[config.mk]
export PLATFORM = sky130hd
export DESIGN_NAME = remote_comm_flat
export DESIGN_NICKNAME = d
export VERILOG_FILES = /design/src/rtl/remote_comm_if.sv /design/src/rtl/remote_comm.sv /design/src/flat_wrapper.sv
export SDC_FILE = /design/constraint.sdc
export NUM_CORES = 1
export LEC_CHECK = 0
export CAP_MARGIN = 30
export CORE_ASPECT_RATIO = 1.2
export CORE_MARGIN = 2
export CORE_UTILIZATION = 50
export CTS_CLUSTER_DIAMETER = 30
export CTS_CLUSTER_SIZE = 25
export DETAILED_ROUTE_END_ITERATION = 10
export GPL_TIMING_DRIVEN = 1
export HOLD_SLACK_MARGIN = 0.06
export PLACE_DENSITY = 0.71
export SYNTH_ARGS = -nofsm -noshare
export SYNTH_HDL_FRONTEND = slang
export SYNTH_SLANG_ARGS = --single-unit
[constraint.sdc]
create_clock -name clk -period 2.3 [get_ports clk]
set_input_delay 0.575 -clock clk [delete_from_list [all_inputs] [get_ports clk]]
set_output_delay 0.575 -clock clk [all_outputs]
set_load 0.01 [all_outputs]
[src/rtl/remote_comm_if.sv]
// Host-side bundle for the Knight command link: command strobe/word, UART lines and response status.
// The master modport is the host/bench side, the slave modport is the remote_comm block.
interface remote_comm_if;
    logic        snd_cmd;
    logic [15:0] cmd;
    logic        cmd_snt;
    logic        TX;
    logic        RX;
    logic [7:0]  resp;
    logic        resp_rdy;
    logic        clr_resp_rdy;
    logic        resp_timeout;

    modport master (
        output snd_cmd, cmd, RX, clr_resp_rdy,
        input  cmd_snt, TX, resp, resp_rdy, resp_timeout
    );

    modport slave (
        input  snd_cmd, cmd, RX, clr_resp_rdy,
        output cmd_snt, TX, resp, resp_rdy, resp_timeout
    );
endinterface

[src/rtl/remote_comm.sv]
// Knight host command link: sends a 16-bit command as two 8N1 bytes (high first), captures a 1-byte reply.
// Optional response watchdog enabled by defining RESP_TIMEOUT_EN.
module remote_comm #(
    parameter int BAUD_DIV     = 2604,
    parameter int TIMEOUT_CLKS = 3000000
) (
    input  logic         clk,
    input  logic         rst_n,
    remote_comm_if.slave bus
);

    localparam int BCW = ($clog2(BAUD_DIV + 1) > 12) ? $clog2(BAUD_DIV + 1) : 12;
    localparam logic [BCW-1:0] BAUD_LAST = BCW'(BAUD_DIV - 1);
    localparam logic [BCW-1:0] BAUD_HALF = BCW'(BAUD_DIV / 2);

    // ---------------- transmit side ----------------
    typedef enum logic [1:0] {TX_IDLE, TX_HIGH, TX_LOW} tx_state_t;

    tx_state_t      tx_state_reg, tx_state_next;
    logic [7:0]     cmd_lo_reg;
    logic [9:0]     tx_shift_reg;
    logic [BCW-1:0] tx_baud_reg;
    logic [3:0]     tx_bit_reg;
    logic           cmd_snt_reg;
    logic           tx_accept, tx_load_low, tx_done;
    logic           tx_bit_end, tx_frame_end;

    assign tx_bit_end   = (tx_baud_reg == BAUD_LAST);
    assign tx_frame_end = tx_bit_end && (tx_bit_reg == 4'd9);

    always_comb begin
        tx_state_next = tx_state_reg;
        tx_accept     = 1'b0;
        tx_load_low   = 1'b0;
        tx_done       = 1'b0;
        case (tx_state_reg)
            TX_IDLE: begin
                if (bus.snd_cmd) begin
                    tx_accept     = 1'b1;
                    tx_state_next = TX_HIGH;
                end
            end
            TX_HIGH: begin
                if (tx_frame_end) begin
                    tx_load_low   = 1'b1;
                    tx_state_next = TX_LOW;
                end
            end
            TX_LOW: begin
                if (tx_frame_end) begin
                    tx_done       = 1'b1;
                    tx_state_next = TX_IDLE;
                end
            end
            default: tx_state_next = TX_IDLE;
        endcase
    end

    // The high byte goes straight into the frame, so only the low byte needs holding.
    always_ff @(posedge clk or negedge rst_n) begin
        if (!rst_n) begin
            tx_state_reg <= TX_IDLE;
            cmd_lo_reg   <= 8'h00;
            tx_shift_reg <= '1;
            tx_baud_reg  <= '0;
            tx_bit_reg   <= 4'd0;
            cmd_snt_reg  <= 1'b0;
        end else begin
            tx_state_reg <= tx_state_next;
            if (tx_accept) begin
                cmd_lo_reg   <= bus.cmd[7:0];
                cmd_snt_reg  <= 1'b0;
                tx_shift_reg <= {1'b1, bus.cmd[15:8], 1'b0};
                tx_baud_reg  <= '0;
                tx_bit_reg   <= 4'd0;
            end else if (tx_load_low) begin
                tx_shift_reg <= {1'b1, cmd_lo_reg, 1'b0};
                tx_baud_reg  <= '0;
                tx_bit_reg   <= 4'd0;
            end else if (tx_state_reg != TX_IDLE) begin
                if (tx_bit_end) begin
                    tx_baud_reg  <= '0;
                    tx_bit_reg   <= tx_bit_reg + 4'd1;
                    tx_shift_reg <= {1'b1, tx_shift_reg[9:1]};
                end else begin
                    tx_baud_reg <= tx_baud_reg + BCW'(1);
                end
            end
            if (tx_done) begin
                cmd_snt_reg <= 1'b1;
            end
        end
    end

    assign bus.TX      = tx_shift_reg[0];
    assign bus.cmd_snt = cmd_snt_reg;

    // ---------------- receive side ----------------
    typedef enum logic [1:0] {RX_IDLE, RX_START, RX_DATA, RX_STOP} rx_state_t;

    rx_state_t      rx_state_reg, rx_state_next;
    logic           rx_sync1_reg, rx_sync2_reg, rx_prev_reg;
    logic [BCW-1:0] rx_baud_reg;
    logic [3:0]     rx_bit_reg;
    logic [7:0]     rx_shift_reg;
    logic [7:0]     resp_reg;
    logic           resp_rdy_reg;
    logic           rx_begin, rx_good, rx_tick, rx_fall;

    assign rx_fall = rx_prev_reg & ~rx_sync2_reg;
    assign rx_tick = (rx_baud_reg == '0);

    always_comb begin
        rx_state_next = rx_state_reg;
        rx_begin      = 1'b0;
        rx_good       = 1'b0;
        case (rx_state_reg)
            RX_IDLE: begin
                if (rx_fall) begin
                    rx_begin      = 1'b1;
                    rx_state_next = RX_START;
                end
            end
            RX_START: begin
                if (rx_tick) begin
                    rx_state_next = rx_sync2_reg ? RX_IDLE : RX_DATA;
                end
            end
            RX_DATA: begin
                if (rx_tick && (rx_bit_reg == 4'd7)) begin
                    rx_state_next = RX_STOP;
                end
            end
            RX_STOP: begin
                if (rx_tick) begin
                    rx_good       = rx_sync2_reg;
                    rx_state_next = RX_IDLE;
                end
            end
            default: rx_state_next = RX_IDLE;
        endcase
    end

    // Synchronizer and edge detector preset high so leaving reset never looks like a start bit.
    always_ff @(posedge clk or negedge rst_n) begin
        if (!rst_n) begin
            rx_state_reg <= RX_IDLE;
            rx_sync1_reg <= 1'b1;
            rx_sync2_reg <= 1'b1;
            rx_prev_reg  <= 1'b1;
            rx_baud_reg  <= '0;
            rx_bit_reg   <= 4'd0;
            rx_shift_reg <= 8'h00;
            resp_reg     <= 8'h00;
            resp_rdy_reg <= 1'b0;
        end else begin
            rx_state_reg <= rx_state_next;
            rx_sync1_reg <= bus.RX;
            rx_sync2_reg <= rx_sync1_reg;
            rx_prev_reg  <= rx_sync2_reg;
            if (rx_begin) begin
                rx_baud_reg <= BAUD_HALF;
                rx_bit_reg  <= 4'd0;
            end else if (rx_state_reg != RX_IDLE) begin
                if (rx_tick) begin
                    rx_baud_reg <= BAUD_LAST;
                    if (rx_state_reg == RX_DATA) begin
                        rx_shift_reg <= {rx_sync2_reg, rx_shift_reg[7:1]};
                        rx_bit_reg   <= rx_bit_reg + 4'd1;
                    end
                end else begin
                    rx_baud_reg <= rx_baud_reg - BCW'(1);
                end
            end
            if (rx_good) begin
                resp_reg     <= rx_shift_reg;
                resp_rdy_reg <= 1'b1;
            end else if (rx_begin || bus.clr_resp_rdy) begin
                resp_rdy_reg <= 1'b0;
            end
        end
    end

    assign bus.resp     = resp_reg;
    assign bus.resp_rdy = resp_rdy_reg;

    // ---------------- optional response watchdog ----------------
`ifdef RESP_TIMEOUT_EN
    localparam logic [21:0] TO_LAST = 22'(TIMEOUT_CLKS - 1);

    logic [21:0] to_cnt_reg;
    logic        to_active_reg;
    logic        resp_timeout_reg;

    always_ff @(posedge clk or negedge rst_n) begin
        if (!rst_n) begin
            to_cnt_reg       <= 22'd0;
            to_active_reg    <= 1'b0;
            resp_timeout_reg <= 1'b0;
        end else if (tx_accept) begin
            to_cnt_reg       <= 22'd0;
            to_active_reg    <= 1'b0;
            resp_timeout_reg <= 1'b0;
        end else if (tx_done) begin
            to_cnt_reg    <= 22'd0;
            to_active_reg <= 1'b1;
        end else if (rx_good) begin
            to_cnt_reg    <= 22'd0;
            to_active_reg <= 1'b0;
        end else if (to_active_reg) begin
            if (to_cnt_reg == TO_LAST) begin
                resp_timeout_reg <= 1'b1;
                to_active_reg    <= 1'b0;
            end else begin
                to_cnt_reg <= to_cnt_reg + 22'd1;
            end
        end
    end

    assign bus.resp_timeout = resp_timeout_reg;
`else
    assign bus.resp_timeout = 1'b0;
`endif

endmodule
[src/flat_wrapper.sv]
// flat-port wrapper written by rule: the top's interface ports become plain ports
module remote_comm_flat 
#(
    parameter int BAUD_DIV     = 2604,
    parameter int TIMEOUT_CLKS = 3000000
)
  (clk, rst_n, bus_snd_cmd, bus_cmd, bus_RX, bus_clr_resp_rdy, bus_cmd_snt, bus_TX, bus_resp, bus_resp_rdy, bus_resp_timeout);
  remote_comm_if bus_i ();
  input  logic clk;
  input  logic rst_n;
  input wire logic [$bits(bus_i.snd_cmd)-1:0] bus_snd_cmd;
  input wire logic [$bits(bus_i.cmd)-1:0] bus_cmd;
  input wire logic [$bits(bus_i.RX)-1:0] bus_RX;
  input wire logic [$bits(bus_i.clr_resp_rdy)-1:0] bus_clr_resp_rdy;
  output wire logic [$bits(bus_i.cmd_snt)-1:0] bus_cmd_snt;
  output wire logic [$bits(bus_i.TX)-1:0] bus_TX;
  output wire logic [$bits(bus_i.resp)-1:0] bus_resp;
  output wire logic [$bits(bus_i.resp_rdy)-1:0] bus_resp_rdy;
  output wire logic [$bits(bus_i.resp_timeout)-1:0] bus_resp_timeout;
  assign bus_i.snd_cmd = bus_snd_cmd;
  assign bus_i.cmd = bus_cmd;
  assign bus_i.RX = bus_RX;
  assign bus_i.clr_resp_rdy = bus_clr_resp_rdy;
  assign bus_cmd_snt = bus_i.cmd_snt;
  assign bus_TX = bus_i.TX;
  assign bus_resp = bus_i.resp;
  assign bus_resp_rdy = bus_i.resp_rdy;
  assign bus_resp_timeout = bus_i.resp_timeout;
  remote_comm #(.BAUD_DIV(BAUD_DIV), .TIMEOUT_CLKS(TIMEOUT_CLKS)) u_core (.clk(clk), .rst_n(rst_n), .bus(bus_i));
endmodule
Yosys cells after proc, flatten, opt, wreduce, memory -nomap -nowiden
Cells that the tools add are included.
- word-level logic and storage cells: 99
- output and inout port bits: 12
- bits in registers: 75
- bitwise gates (word level): 3
- $add $sub $neg: 4
- equality and inequality tests: 15
- multiplexer cells: 42
- reductions and logical operators: 20
- operator list (cell ; count):
    $mux W12 ; 7
    $mux W10 ; 4
    $mux W4 ; 8
    $mux W2 ; 8
    $reduce_bool A2 Y1 ; 7
    $mux W1 ; 13
    $add A12 B1 Y12 const B ; 1
    $eq A12 B12 Y1 const B ; 1
    $logic_not A12 Y1 ; 1
    $ne A2 B1 Y1 const B ; 6
    $sub A12 B1 Y12 const B ; 1
    $add A4 B1 Y4 const B ; 2
    $pmux W2 S4 ; 1
    $reduce_and A4 Y1 ; 2
    $eq A2 B2 Y1 const B ; 3
    $pmux W2 S3 ; 1
    $reduce_and A3 Y1 ; 2
    $reduce_bool A3 Y1 ; 2
    $eq A2 B1 Y1 const B ; 2
    $eq A4 B3 Y1 const B ; 1
    $eq A4 B4 Y1 const B ; 1
    $logic_not A2 Y1 ; 2
    $logic_and A1 B1 Y1 ; 2
    $ne A2 B2 Y1 const B ; 1
    4 further kinds ; 5

Logic depth before layout (Yosys ltp)
- depth after elaboration: 7
- gate-level depth with buffers: 7
- mapped depth without buffers: 6

Worst setup path before layout
No wires, ideal clock.
- path kind: reg-to-reg
- start: register u_core.tx_baud_reg[4]
- end: register u_core.tx_shift_reg[0]
- buffers on the path: 0
- arrival time: 2.046 ns
- stages on the path, launching flop included: 5
- path slack: 0.180 ns
- setup time: 0.073 ns
- period minus slack after synthesis: 2.120 ns
- cells stage by stage: dfrtp_1 -> or4_4 -> or4_4 -> or4b_1 -> a21oi_1
- cells in the longest elaborated chain, start to end: 6
- elaborated cells on any way between the ends: 9
- classes of those cells: 1 x eq/ne; 4 x mux; 4 x reduce/logical
- ends and longest elaborated chain (item ; RTL line ; RTL):
    from (decl) ; remote_comm.sv:22 ; logic [BCW-1:0] tx_baud_reg;
    from (signal assigned) ; remote_comm.sv:86 ; tx_baud_reg <= tx_baud_reg + BCW'(1);
    $eq A12 B12 Y1 * ; remote_comm.sv:28 ; assign tx_bit_end = (tx_baud_reg == BAUD_LAST);
    $logic_and A1 B1 Y1 ; remote_comm.sv:29 ; assign tx_frame_end = tx_bit_end && (tx_bit_reg == 4'd9);
    $mux W1 ; remote_comm.sv:44 ; if (tx_frame_end) begin
    $mux W1 ; remote_comm.sv:36 ; case (tx_state_reg)
    $reduce_bool A3 Y1 (no line) or $mux W10 (tied branches) ; -- ;
    $reduce_and A2 Y1 (no line) or $mux W10 (tied branches) ; -- ;
    to (signal assigned) ; remote_comm.sv:73 ; tx_shift_reg <= {1'b1, bus.cmd[15:8], 1'b0};
    to (signal assigned) ; remote_comm.sv:77 ; tx_shift_reg <= {1'b1, cmd_lo_reg, 1'b0};
    to (signal assigned) ; remote_comm.sv:84 ; tx_shift_reg <= {1'b1, tx_shift_reg[9:1]};
    to (decl) ; remote_comm.sv:21 ; logic [9:0] tx_shift_reg;
Every way passes the cells marked *; elsewhere a longest branch is shown, timed or not.
A chain may end at the register's enable or synchronous reset.

Worst setup path in the final report
- start: register u_core.tx_baud_reg[7]
- end: register u_core.tx_shift_reg[0]
The elaborated chain is that of the path after synthesis.

==> reports/results.ini <==
[status]
status=finished, final reports clean

[cts]
cts_root_buffer=clkbuf_8
numCtsBuffers=9
insertion_delay_ns=0.35
holdBufCountCts=0
clk_pin_slew_ns=0.09
clock_sinks=74
htree_levels=3
cts_tree=yes
cts_buffer_depth=2

[placement]
dp_hpwl_um=5203
gp_congestion=0.8005
dp_cells=467
portBuffers=31

[power_and_ir_drop]
power.internal_mw=2.279
combPwrFrac_pct=20.6
switching_share_pct=32.99
p_leak_nw=1.895
clockPowerShare_pct=28.0
pwr-share-seq_pct=51.4
power_density_nw_per_um2=788.8
p_sw_mw=1.122
ir_worst_vdd_mv=0.6145

[routing]
viasPerCell=5.812
drt-total-wl_um=7475
drt_iter0_markers=103
routed-via-count=2819
ant_nets=0
wl_per_cell_um=15.41
drt_pass1_iterations=4
drc=0

[timing]
setup_violations=0
slew_headroom_pct=64.74
hold_ws_ns=0.1388
skew_ns=0.005814
rsz0062_at_grt=true
fmax_mhz=444.7
fin_crit_sh_pct=97.77
hold_viol=0
fin_crit_ns=2.249
worstMarginPinSlew_ns=0.5269
slew_violations=0

[yosys]
post_synth_num_cell_types=56
synth_area_leaders=dfrtp_1 43%, dfstp_2 8.8%, mux2_2 5.4%
syn_area_um2=3572
synth_ff_type=dfrtp_1
yosysWarnings=0
syn_avg_cell_area_um2=10.32
synth_seq_cells=74
yosys.area.top_type=dfrtp_1
synth.top_cells.by_count=62 x dfrtp_1, 44 x nand2_1, 26 x nor2_1
synth-edff-count=0
synth-async-reset-ratio_pct=100.0
syn_inst=346
yosysSeqAreaShare_pct=52.26
synth_nets=373
yosysTopAreaCellShare_pct=43.43
post-synth-top-count-cell=dfrtp_1

[finish]
final_cells=485
nNetsFinal=420
multi_input_area_um2=1624
register_area_um2=1867
antennaDiodeCount=0
drive_gt1_share_pct=20.85
fill_cells=546
area_growth_pct=20.70

[worst_setup_path]
crit_required_ns=2.58
start_kind=register
arrival_ns=2.53
cp_max_fo=6
end_kind=register
critPathKind=reg2reg

[die]
die_h_um=96.59
core_um2=6895
die_x_um=81.16
dieArea_um2=7839
initial_core_util_pct=51.81
row_count=33
pin_count=33

[global_routing]
gr-usage-all-layers_pct=20.90
grtUsageMet3_pct=4.461
grt_max_degree=35
grt-busiest-layer=met2
gr-usage-met2_pct=33.95
gr-usage-met1_pct=27.17
grt_pass1_vias=2647
antenna_found_initial=0
grt_pass1_wl_um=12540
gr-total-overflow=0

[job]
cap_violations=0

[hold_path]
hold_class=in2async

[final timing paths]
| kind | from | to | slack (ns) | cells after the start |
|---|---|---|---|---|
| worst max-delay path | u_core.tx_baud_reg[7]$_DFFE_PN0P_ | u_core.tx_shift_reg[0]$_DFFE_PN1P_ | 0.05 | 4 |
| worst min-delay path | rst_n | u_core.rx_baud_reg[2]$_DFFE_PN0P_ | 0.14 | 1 |
| worst max register to register | u_core.tx_baud_reg[7]$_DFFE_PN0P_ | u_core.tx_shift_reg[0]$_DFFE_PN1P_ | 0.05 | 4 |
| worst min register to register | u_core.rx_sync1_reg$_DFF_PN1_ | u_core.rx_sync2_reg$_DFF_PN1_ | 0.36 | 0 |
| max in group asynchronous | rst_n | u_core.tx_shift_reg[5]$_DFFE_PN1P_ | 1.57 | 2 |
| min in group clk | u_core.rx_sync1_reg$_DFF_PN1_ | u_core.rx_sync2_reg$_DFF_PN1_ | 0.36 | 0 |
[stage by stage]
stage               setup TNS (ns)  total power, mW  utilization, %  worst slack, ns  area, µm²
floorplan                        0            2.190               -           0.1801       3572
global placement                 0            2.418           59.28           0.1066       4088
detailed placement               0            2.459           59.28          0.05644       4088
CTS                              0            3.416           61.95          0.04826       4272
global route             -0.003615            3.605           62.53        -0.003615       4312
finish                           0            3.401           62.53          0.05119       4312
[cells by family (layout without fill, tap and decap cells)]
logic type | Yosys count | after routing | share of synthesized area (%)
simple gates | 138 | 138 | 19.61
xor+xnor | 7 | 7 | 1.716
fa+ha+maj | 6 | 6 | 2.102
compound gates | 68 | 68 | 13.24
other cells | 1 | 1 | 0.1050
buf+inv | 25 | 77 | 2.802
flops | 74 | 74 | 52.26
mux | 27 | 27 | 8.161
[timing repair]
action | CTS | global route
gates resized for setup | 0 | 3
setup buffers | 0 | 2
setup endpoints to repair | 0 | 1
[cell type report]
cell class,instances,area share (%)
inverter,8,0.6965
tap,87,2.525
timing repair buffer,53,11.55
clock buffer,9,2.873
sequential,74,43.30
multi-input combinational,247,37.67
clock inverter,7,1.393
[routing by layer]
metal  share of wire, %  vias up
met3                2.8        9
met1                 44     1402
met4                1.3        0
met2                 52       54
li1                   -     1354
met5                  0        -
[layout by cell type (no fill, tap or decap), types with 10 or more instances in the layout]
cell type         n
dfrtp_1          62
nand2_1          44
nor2_1           26
mux2_2           17
clkdlybuf4s50_1  30
mux2i_1          10
o21ai_0          15
nand3_1          12
a211oi_1         14
buf_4            21
dfstp_2          12
a21oi_1          11
[power by group through the flow]
stage / Combinational (mW) / Clock (mW) / Sequential, mW
2_1_floorplan: 0.480 / 0 / 1.71
3_3_place_gp: 0.669 / 0 / 1.75
3_5_place_dp: 0.697 / 0 / 1.76
4_1_cts: 0.703 / 0.974 / 1.74
5_1_grt: 0.794 / 1.03 / 1.78
6_report: 0.702 / 0.952 / 1.75
[worst max-delay path, stage by stage (launching register included)]
cell and delay [ns]:
dfrtp_1 0.41, or4_4 0.53, or4_4 0.58, or4b_4 0.53, a21oi_2 0.13
Note: power is estimated with default switching activity, not from simulation.
